[config.mk]
export PLATFORM = sky130hd
export DESIGN_NAME = ctrl_word_queue
export DESIGN_NICKNAME = d
export VERILOG_FILES = /design/src/rtl/ctrl_word_queue.sv
export SDC_FILE = /design/constraint.sdc
export NUM_CORES = 1
export LEC_CHECK = 0
export BUFFER_PORTS_ARGS = -buffer_cell sky130_fd_sc_hd__buf_2
export CAP_MARGIN = 20
export CORE_MARGIN = 10
export CORE_UTILIZATION = 43
export DETAILED_ROUTE_END_ITERATION = 10
export PLACE_DENSITY = 0.73
export SLEW_MARGIN = 20
export SYNTH_ARGS = -nofsm -noshare
export SYNTH_HDL_FRONTEND = slang
export SYNTH_SLANG_ARGS = --single-unit
[constraint.sdc]
create_clock -name clk -period 2.1 [get_ports clk]
set_input_delay 0.105 -clock clk [delete_from_list [all_inputs] [get_ports clk]]
set_output_delay 0.105 -clock clk [all_outputs]
set_load 0.1 [all_outputs]
[src/rtl/ctrl_word_queue.sv]
// Control-word FIFO feeding the decoder's x0..x6 inputs.
// Valid/ready on both sides, synchronous flush, sticky drop flag.
module ctrl_word_queue #(
  parameter int DEPTH = 4,
  localparam int CW = $clog2(DEPTH) + 1
) (
  input  logic          clk,
  input  logic          rst,
  input  logic          in_valid,
  input  logic [6:0]    in_word,
  output logic          in_ready,
  input  logic          flush,
  input  logic          out_ready,
  output logic          out_valid,
  output logic          x0,
  output logic          x1,
  output logic          x2,
  output logic          x3,
  output logic          x4,
  output logic          x5,
  output logic          x6,
  output logic [CW-1:0] count,
  output logic          drop_err
);

  localparam int AW = $clog2(DEPTH);

  logic [6:0]    mem_q [DEPTH];
  logic [6:0]    mem_d [DEPTH];
  logic [AW-1:0] wr_ptr_q, wr_ptr_d;
  logic [AW-1:0] rd_ptr_q, rd_ptr_d;
  logic [CW-1:0] count_q, count_d;
  logic          drop_err_q, drop_err_d;
  logic          push, pop;
  logic [6:0]    head;

  assign in_ready  = (count_q != CW'(DEPTH));
  assign out_valid = (count_q != '0);
  assign push      = in_valid & in_ready & ~flush;
  assign pop       = out_valid & out_ready & ~flush;

  // Idle word is forced to zero so the decoder never sees stale data
  assign head = out_valid ? mem_q[rd_ptr_q] : 7'h00;
  assign {x6, x5, x4, x3, x2, x1, x0} = head;
  assign count    = count_q;
  assign drop_err = drop_err_q;

  always_comb begin
    mem_d      = mem_q;
    wr_ptr_d   = wr_ptr_q;
    rd_ptr_d   = rd_ptr_q;
    count_d    = count_q;
    drop_err_d = drop_err_q;
    if (flush) begin
      wr_ptr_d = '0;
      rd_ptr_d = '0;
      count_d  = '0;
      if (count_q != '0 || in_valid)
        drop_err_d = 1'b1;
    end else begin
      if (push) begin
        mem_d[wr_ptr_q] = in_word;
        wr_ptr_d        = wr_ptr_q + AW'(1);
      end
      if (pop)
        rd_ptr_d = rd_ptr_q + AW'(1);
      if (push && !pop)
        count_d = count_q + CW'(1);
      else if (pop && !push)
        count_d = count_q - CW'(1);
    end
  end

  always_ff @(posedge clk or posedge rst) begin
    if (rst) begin
      mem_q      <= '{default: '0};
      wr_ptr_q   <= '0;
      rd_ptr_q   <= '0;
      count_q    <= '0;
      drop_err_q <= 1'b0;
    end else begin
      mem_q      <= mem_d;
      wr_ptr_q   <= wr_ptr_d;
      rd_ptr_q   <= rd_ptr_d;
      count_q    <= count_d;
      drop_err_q <= drop_err_d;
    end
  end

endmodule

* Word-level counts from Yosys, hierarchy flattened *
Index checks and enable logic that the tools add are counted.

operators by class
  add/subtract/negate cells = 4
  $lt $le $gt $ge = 3
  equal/unequal tests = 1
  multiplexer cells = 14
  bitwise logic cells = 7
  reductions and logical operators = 12

operators by type and width
  kind                 number
  $bwmux 28            1
  $mux 7               4
  $bmux 7 s2           1
  $demux 7 s2          1
  $mux 3               3
  $mux 2               4
  $ge 3x3->1 const B   2
  $not 2->3            2
  $reduce_bool 3->1    2
  $add 2x1->2 const B  2
  $and 1x1->1          4
  $reduce_and 2->1     2
  $reduce_bool 2->1    2
  $add 3x1->3 const B  1
  $logic_and 1x1->1    3
  $lt 3x1->1 const B   1
  $ne 3x3->1 const B   1
  $sub 3x1->3 const B  1
  $logic_not 1->1      2
  $logic_or 1x1->1     1
  $not 1->1            1

storage, ports and cells
  flip-flop bits (word level) = 36
  bits of input ports = 12
  logic and storage cells = 49

* Depth between registers and ports, before layout *
Gate-level depths: netlist of run 1.

  word-level depth = 8
  depth in mapped cells = 7
  gate-level depth less buffers = 6

* Worst setup path before layout of run 1 *
No wires, ideal clock.

  path kind = register to output
  start = register count_q[0], in the netlist count[0]
  end = output x0
  arrival = 3.186 ns
  data required time = 1.995 ns
  setup slack = -1.191 ns
  cell stages (with the launch flop) = 5
  buffers on the path = 2
  cells stage by stage = dfrtp_1 -> buf_2 -> or3_1 -> clkbuf_1 -> and2_1

on the way
  word-level cells in the longest chain between the ends = 2

ends and longest elaborated chain
  element                 line  RTL
  from (decl)             32    logic [CW-1:0] count_q, count_d;
  from (signal assigned)  85    count_q <= count_d;
  $reduce_bool 3->1       38    assign out_valid = (count_q != '0);
  named net out_valid     14    output logic out_valid,
  $mux 7                  43    assign head = out_valid ? mem_q[rd_ptr_q] : 7'h00;
  to (decl)               15    output logic x0,

The timed path passes the listed nets, and every way through them passes these cells.

* Final worst setup path of run 1 *
  start = register count_q[0], in the netlist count[0]
  end = register count_q[2], in the netlist count[2]

on the way
  word-level cells in the longest chain between the ends = 7

ends and longest elaborated chain
  element
  parallel branches: the longest is 7 deep, another holds $sub 3x1->3

Several ways; the timed one is not identified. The select of a mux whose other input is x is not followed.
A chain may end at the register's enable or synchronous reset.

==> results of run 1 <==
registers in the layout (all words and copies together), names as in the netlist:
register,flops
wr_ptr_q,2
count,3
rd_ptr_q,2
mem_q,28
drop_err,1
final timing paths:
path	cells past startpoint	end	start
worst min register to register	1	drop_err	drop_err
worst max register to register	6	count[2]	count[0]
max in group asynchronous	4	count[2]	rst
worst max-delay path	6	count[2]	count[0]
worst min-delay path	2	mem_q[14]	in_word[0]
min in group asynchronous	4	mem_q[15]	rst
cell usage in the layout, fill, tap and decap left out, types with 2 or more instances in the layout:
cell type  count
dfrtp_1       32
mux2_2        29
buf_2         24
nor2_1         9
inv_1          7
mux4_2         7
and2_2         7
clkbuf_8       5
nand3_4        4
ha_1           4
buf_4          4
o21ai_0        3
xor2_1         2
nand3_1        2
a21oi_1        2
clkinv_2       2
dfrtp_4        2
dfrtp_2        2
metrics by stage:
stage	instances	utilization (%)	setup slack, ns	hold WS (ns)
after detailed placement	211	48.4	0.0179	0.232
after global placement	211	48.4	0.223	0.211
final	220	51.1	0.130	0.0914
after CTS	220	50.8	0.0572	0.0768
after floorplan	139	-	-0.0623	0.237
after global routing	220	51.1	0.0111	0.0787
worst register-to-register path, delay by kind of cell, from the launching register on:
family	cells	cell delay (ns)
simple gates	3	0.54
compound gates	2	0.42
flops	1	0.53
fa+ha+maj	1	0.38
layer usage:
metal  track usage [%]  share of wire (%)  up-vias
li1                  -                  -      551
met1              13.5                 44      578
met2              19.1                 50       32
met3              4.41                4.6        8
met4              3.39                1.7        0
met5                 0                  0        -
cell families after synthesis:
| family | count (synthesis) | synth area share (%) |
|---|---|---|
| xor+xnor | 2 | 0.930 |
| buf+inv | 16 | 3.99 |
| fa+ha+maj | 5 | 3.72 |
| mux | 38 | 26.8 |
| compound gates | 14 | 5.38 |
| simple gates | 28 | 11.4 |
| flops | 36 | 47.8 |
layout make-up:
type | count | area (sq um) | share of cell area (%)
clock inverters | 3 | 18.8 | 0.855
inverters | 8 | 32.5 | 1.48
repair buffers | 29 | 160 | 7.29
clock buffers | 5 | 68.8 | 3.13
well taps | 52 | 65.1 | 2.96
multi-input cells | 87 | 940 | 42.8
flip-flops and latches | 36 | 911 | 41.5
what timing repair did:
| action | 4_1_cts | 5_1_grt |
|---|---|---|
| pin swaps | 0 | 0 |
| gates resized for setup | 2 | 3 |
| gates cloned | 0 | 0 |
| endpoints found under the setup margin | 5 | 6 |
| hold buffers | 1 | 0 |
| endpoints found under the hold margin | 36 | 0 |
==> impl_metrics.tcl, run 1 <==
set metrics [dict create \
    ant_nets 0 \
    status "completed" \
    fin_crit_sh_pct 93.8 \
    worstPathCellList "nor3b_4 -> nor4b_4 -> fa_2 -> and3b_1 -> a21o_1 -> a211oi_1" \
    arrival_ns 2.15 \
    setup_viol 0 \
    numCtsBuffers 5 \
    synthArstFlopShare_pct 100 \
    die_area_sq_um 7430 \
    reg2reg_slack_ns 0.13 \
    post-route-cell-area_sq_um 2200 \
    ys_types 34 \
    crit_family "simple AND/OR/NAND/NOR gates" \
    synth_common_cells "dfrtp_1, mux2_2, nor2_1" \
    n_fill_cell 374 \
    synth_cells 139 \
    maxSlewHeadroom_pct 67.4 \
    finalWirelength_mm 3.96 \
    hp-class "in -> reg" \
    placed_area_sq_um 2080 \
    synth.most_common_cell "dfrtp_1" \
    vias 1169 \
    final.setup.tns_ns 0 \
    gp_congestion 0.847 \
    dp_hpwl_mm 2.85 \
    clock.fmax_ghz 0.508 \
    grt_setup_unrepaired "false" \
    antenna_found_initial 0 \
    crit_buf_inv 0 \
    cts-root-buf "clkbuf_8" \
    die_h_um 86.2 \
    initial_core_util_pct 43.9 \
    cts_tree "built" \
    synth_top_area_share_pct 47.8 \
    firstDrtPassIters 4 \
    clk_latency_ns 0.28 \
    synth-edff-count 0 \
    worst_slew_pin_slew_ns 0.493 \
    postCtsSetupBuffers 0 \
    drc_errors 0 \
    viasPerCell 5.31 \
    cap_violations 0 \
    clk_pin_slew_ns 0.08 \
    wl_per_cell_um 18.0 \
    drt_first_iter_violations 35 \
    slowest_delay_ns 0.53 \
    critPathKind "reg -> reg" \
    gr-total-overflow 0 \
    avgSynthCellArea_sq_um 13.6 \
    htreeDepth 2 \
    synth_top_cell_by_area "dfrtp_1" \
    cts.sinks 36 \
    diodes 0 \
    clockBufferDepth 2 \
    dieWidth_um 86.2 \
    synth_area_leaders "dfrtp_1, mux2_2, mux4_2" \
    rows 24 \
    core_sq_um 4290 \
    cp_max_fo 10 \
    grt_pass1_vias 1353 \
    synth_nets 156 \
    slew_violations 0 \
    start_kind "flip-flop" \
    fin_crit_ns 1.97 \
    grt_pass1_wl_mm 6.66 \
    track_usage_pct 11.5 \
    syn_to_final_growth_pct 16.5 \
    cp-end-kind "flip-flop" \
    finalHoldViolations 0 \
    nets 184 \
    worst_path_max_delay_cell "dfrtp_4" \
    yosysWarnings 0 \
    grt_max_degree 37 \
    drive_gt1_share_pct 56.0 \
    io-pin-count 25 \
    syn_area_sq_um 1880 \
    seq_area_frac_synth_pct 47.8 \
    fin_worst_skew_ns 0.00406 \
    ys_ff_latch 36 \
    portBuffers 24 \
    required_ns 2.28 \
    synth_ff_type "dfrtp_1" \
]
Power of run 1 is left out: the tool's default activity adds up to more than one toggle a clock period on the data nets, which glitch-free logic cannot reach.
==> inputs of run 2 (changes only) <==
- MAX_ROUTING_LAYER: default -> met4
==> impl_metrics.tcl, run 2 (same netlist as run 1, synthesis figures left out) <==
set metrics [dict create \
    status "completed" \
    firstDrtPassIters 4 \
    finalWirelength_mm 3.96 \
    die_h_um 86.2 \
    die_area_sq_um 7430 \
    fin_crit_ns 1.95 \
    grt_max_degree 37 \
    slowest_delay_ns 0.53 \
    dp_hpwl_mm 2.85 \
    syn_to_final_growth_pct 16.5 \
    track_usage_pct 11.8 \
    portBuffers 24 \
    hp-class "in -> reg" \
    layout_commonest_cell "dfrtp_1" \
    reg2reg_depth 6 \
    wl_per_cell_um 18.0 \
    arrival_ns 2.14 \
    start_kind "flip-flop" \
    htreeDepth 2 \
    final_cell_mix "dfrtp_1, mux2_2, buf_2" \
    initial_core_util_pct 43.9 \
    vias 1172 \
    gp_congestion 0.861 \
    clk_latency_ns 0.28 \
    viasPerCell 5.33 \
    gr-total-overflow 0 \
    nets 184 \
    cts.sinks 36 \
    setup_viol 0 \
    regMostFlops "mem_q" \
    drt_first_iter_violations 40 \
    antenna_found_initial 0 \
    cts-root-buf "clkbuf_8" \
    cap_violations 0 \
    cp-end-kind "flip-flop" \
    fin_worst_skew_ns 0.00342 \
    grt_setup_unrepaired "false" \
    slew_violations 0 \
    core_sq_um 4290 \
    worst_path_max_delay_cell "dfrtp_4" \
    io-pin-count 25 \
    critPathKind "reg -> reg" \
    ant_nets 0 \
    reg2reg_slack_ns 0.15 \
    cp_max_fo 10 \
    largest_reg_flops 28 \
    grt_pass1_wl_mm 6.64 \
    required_ns 2.28 \
    maxSlewHeadroom_pct 67.4 \
    drive_gt1_share_pct 56.0 \
    dieWidth_um 86.2 \
    setup_ws_ns 0.145 \
    dpl_worst_slack_ns 0.0179 \
    cts_tree "built" \
    clock.fmax_ghz 0.512 \
    finalHoldViolations 0 \
    worst_slew_pin_slew_ns 0.493 \
    clk_pin_slew_ns 0.07 \
    grt_pass1_vias 1354 \
    whs_path_depth 2 \
    fin_crit_sh_pct 93.1 \
    diodes 0 \
    clockBufferDepth 2 \
    drc_errors 0 \
    worstPathCellList "nor3b_4 -> nor4b_4 -> fa_2 -> and3b_1 -> a21o_1 -> a211oi_1" \
    rows 24 \
    numCtsBuffers 5 \
]
[run 2: cell counts in the layout (fill, tap and decap cells not counted)]
Identical to the previous run, type by type.
[run 2: layer usage]
metal  global-route usage (%)  vias to the layer above  wire length [um]
li1                         -                      555                 -
met5                        -                        -                 0
met2                     19.1                       32              1990
met1                     13.6                      579              1740
met3                     4.03                        6               175
met4                     3.39                        0                56
[run 2: repair_timing]
action / 4_1_cts / 5_1_grt
hold buffers: 1 / 0
resized for setup: 2 / 3
hold endpoints to repair: 36 / 0
buffers inserted: 0 / 0
cloned: 0 / 0
setup endpoints to repair: 5 / 6
[run 2: cell type report]
type | instances | area [sq um]
Fill cell | 374 | 2100
Multi-Input combinational cell | 87 | 940
Sequential cell | 36 | 911
Timing Repair Buffer | 29 | 160
Clock buffer | 5 | 68.8
Tap cell | 52 | 65.1
Inverter | 8 | 32.5
Clock inverter | 3 | 18.8
[run 2: final timing paths]
check / startpoint / end
setup / recovery: count[0] / count[2]
hold / removal: in_word[0] / mem_q[14]
setup reg to reg: count[0] / count[2]
hold reg to reg: drop_err / drop_err
max in group asynchronous: rst / count[2]
min in group asynchronous: rst / mem_q[15]
[run 2: worst max-delay path, delay by kind of cell, from the launching register on]
family          cells  cell delay, ns
simple gates        3            0.54
compound gates      2            0.41
fa+ha+maj           1            0.38
flops               1            0.53
[run 2: stage by stage]
step	utilization [%]	cells	instance area [sq um]	setup TNS, ns	hold WS, ns
6_report	51.1	220	2200	0	0.0876
5_1_grt	51.1	220	2200	0	0.0787
4_1_cts	50.8	220	2180	0	0.0768
3_5_place_dp	48.4	211	2080	0	0.232
3_3_place_gp	48.4	211	2080	0	0.211
2_1_floorplan	-	139	1910	-0.467	0.237
Power of run 2 is left out for the same reason.
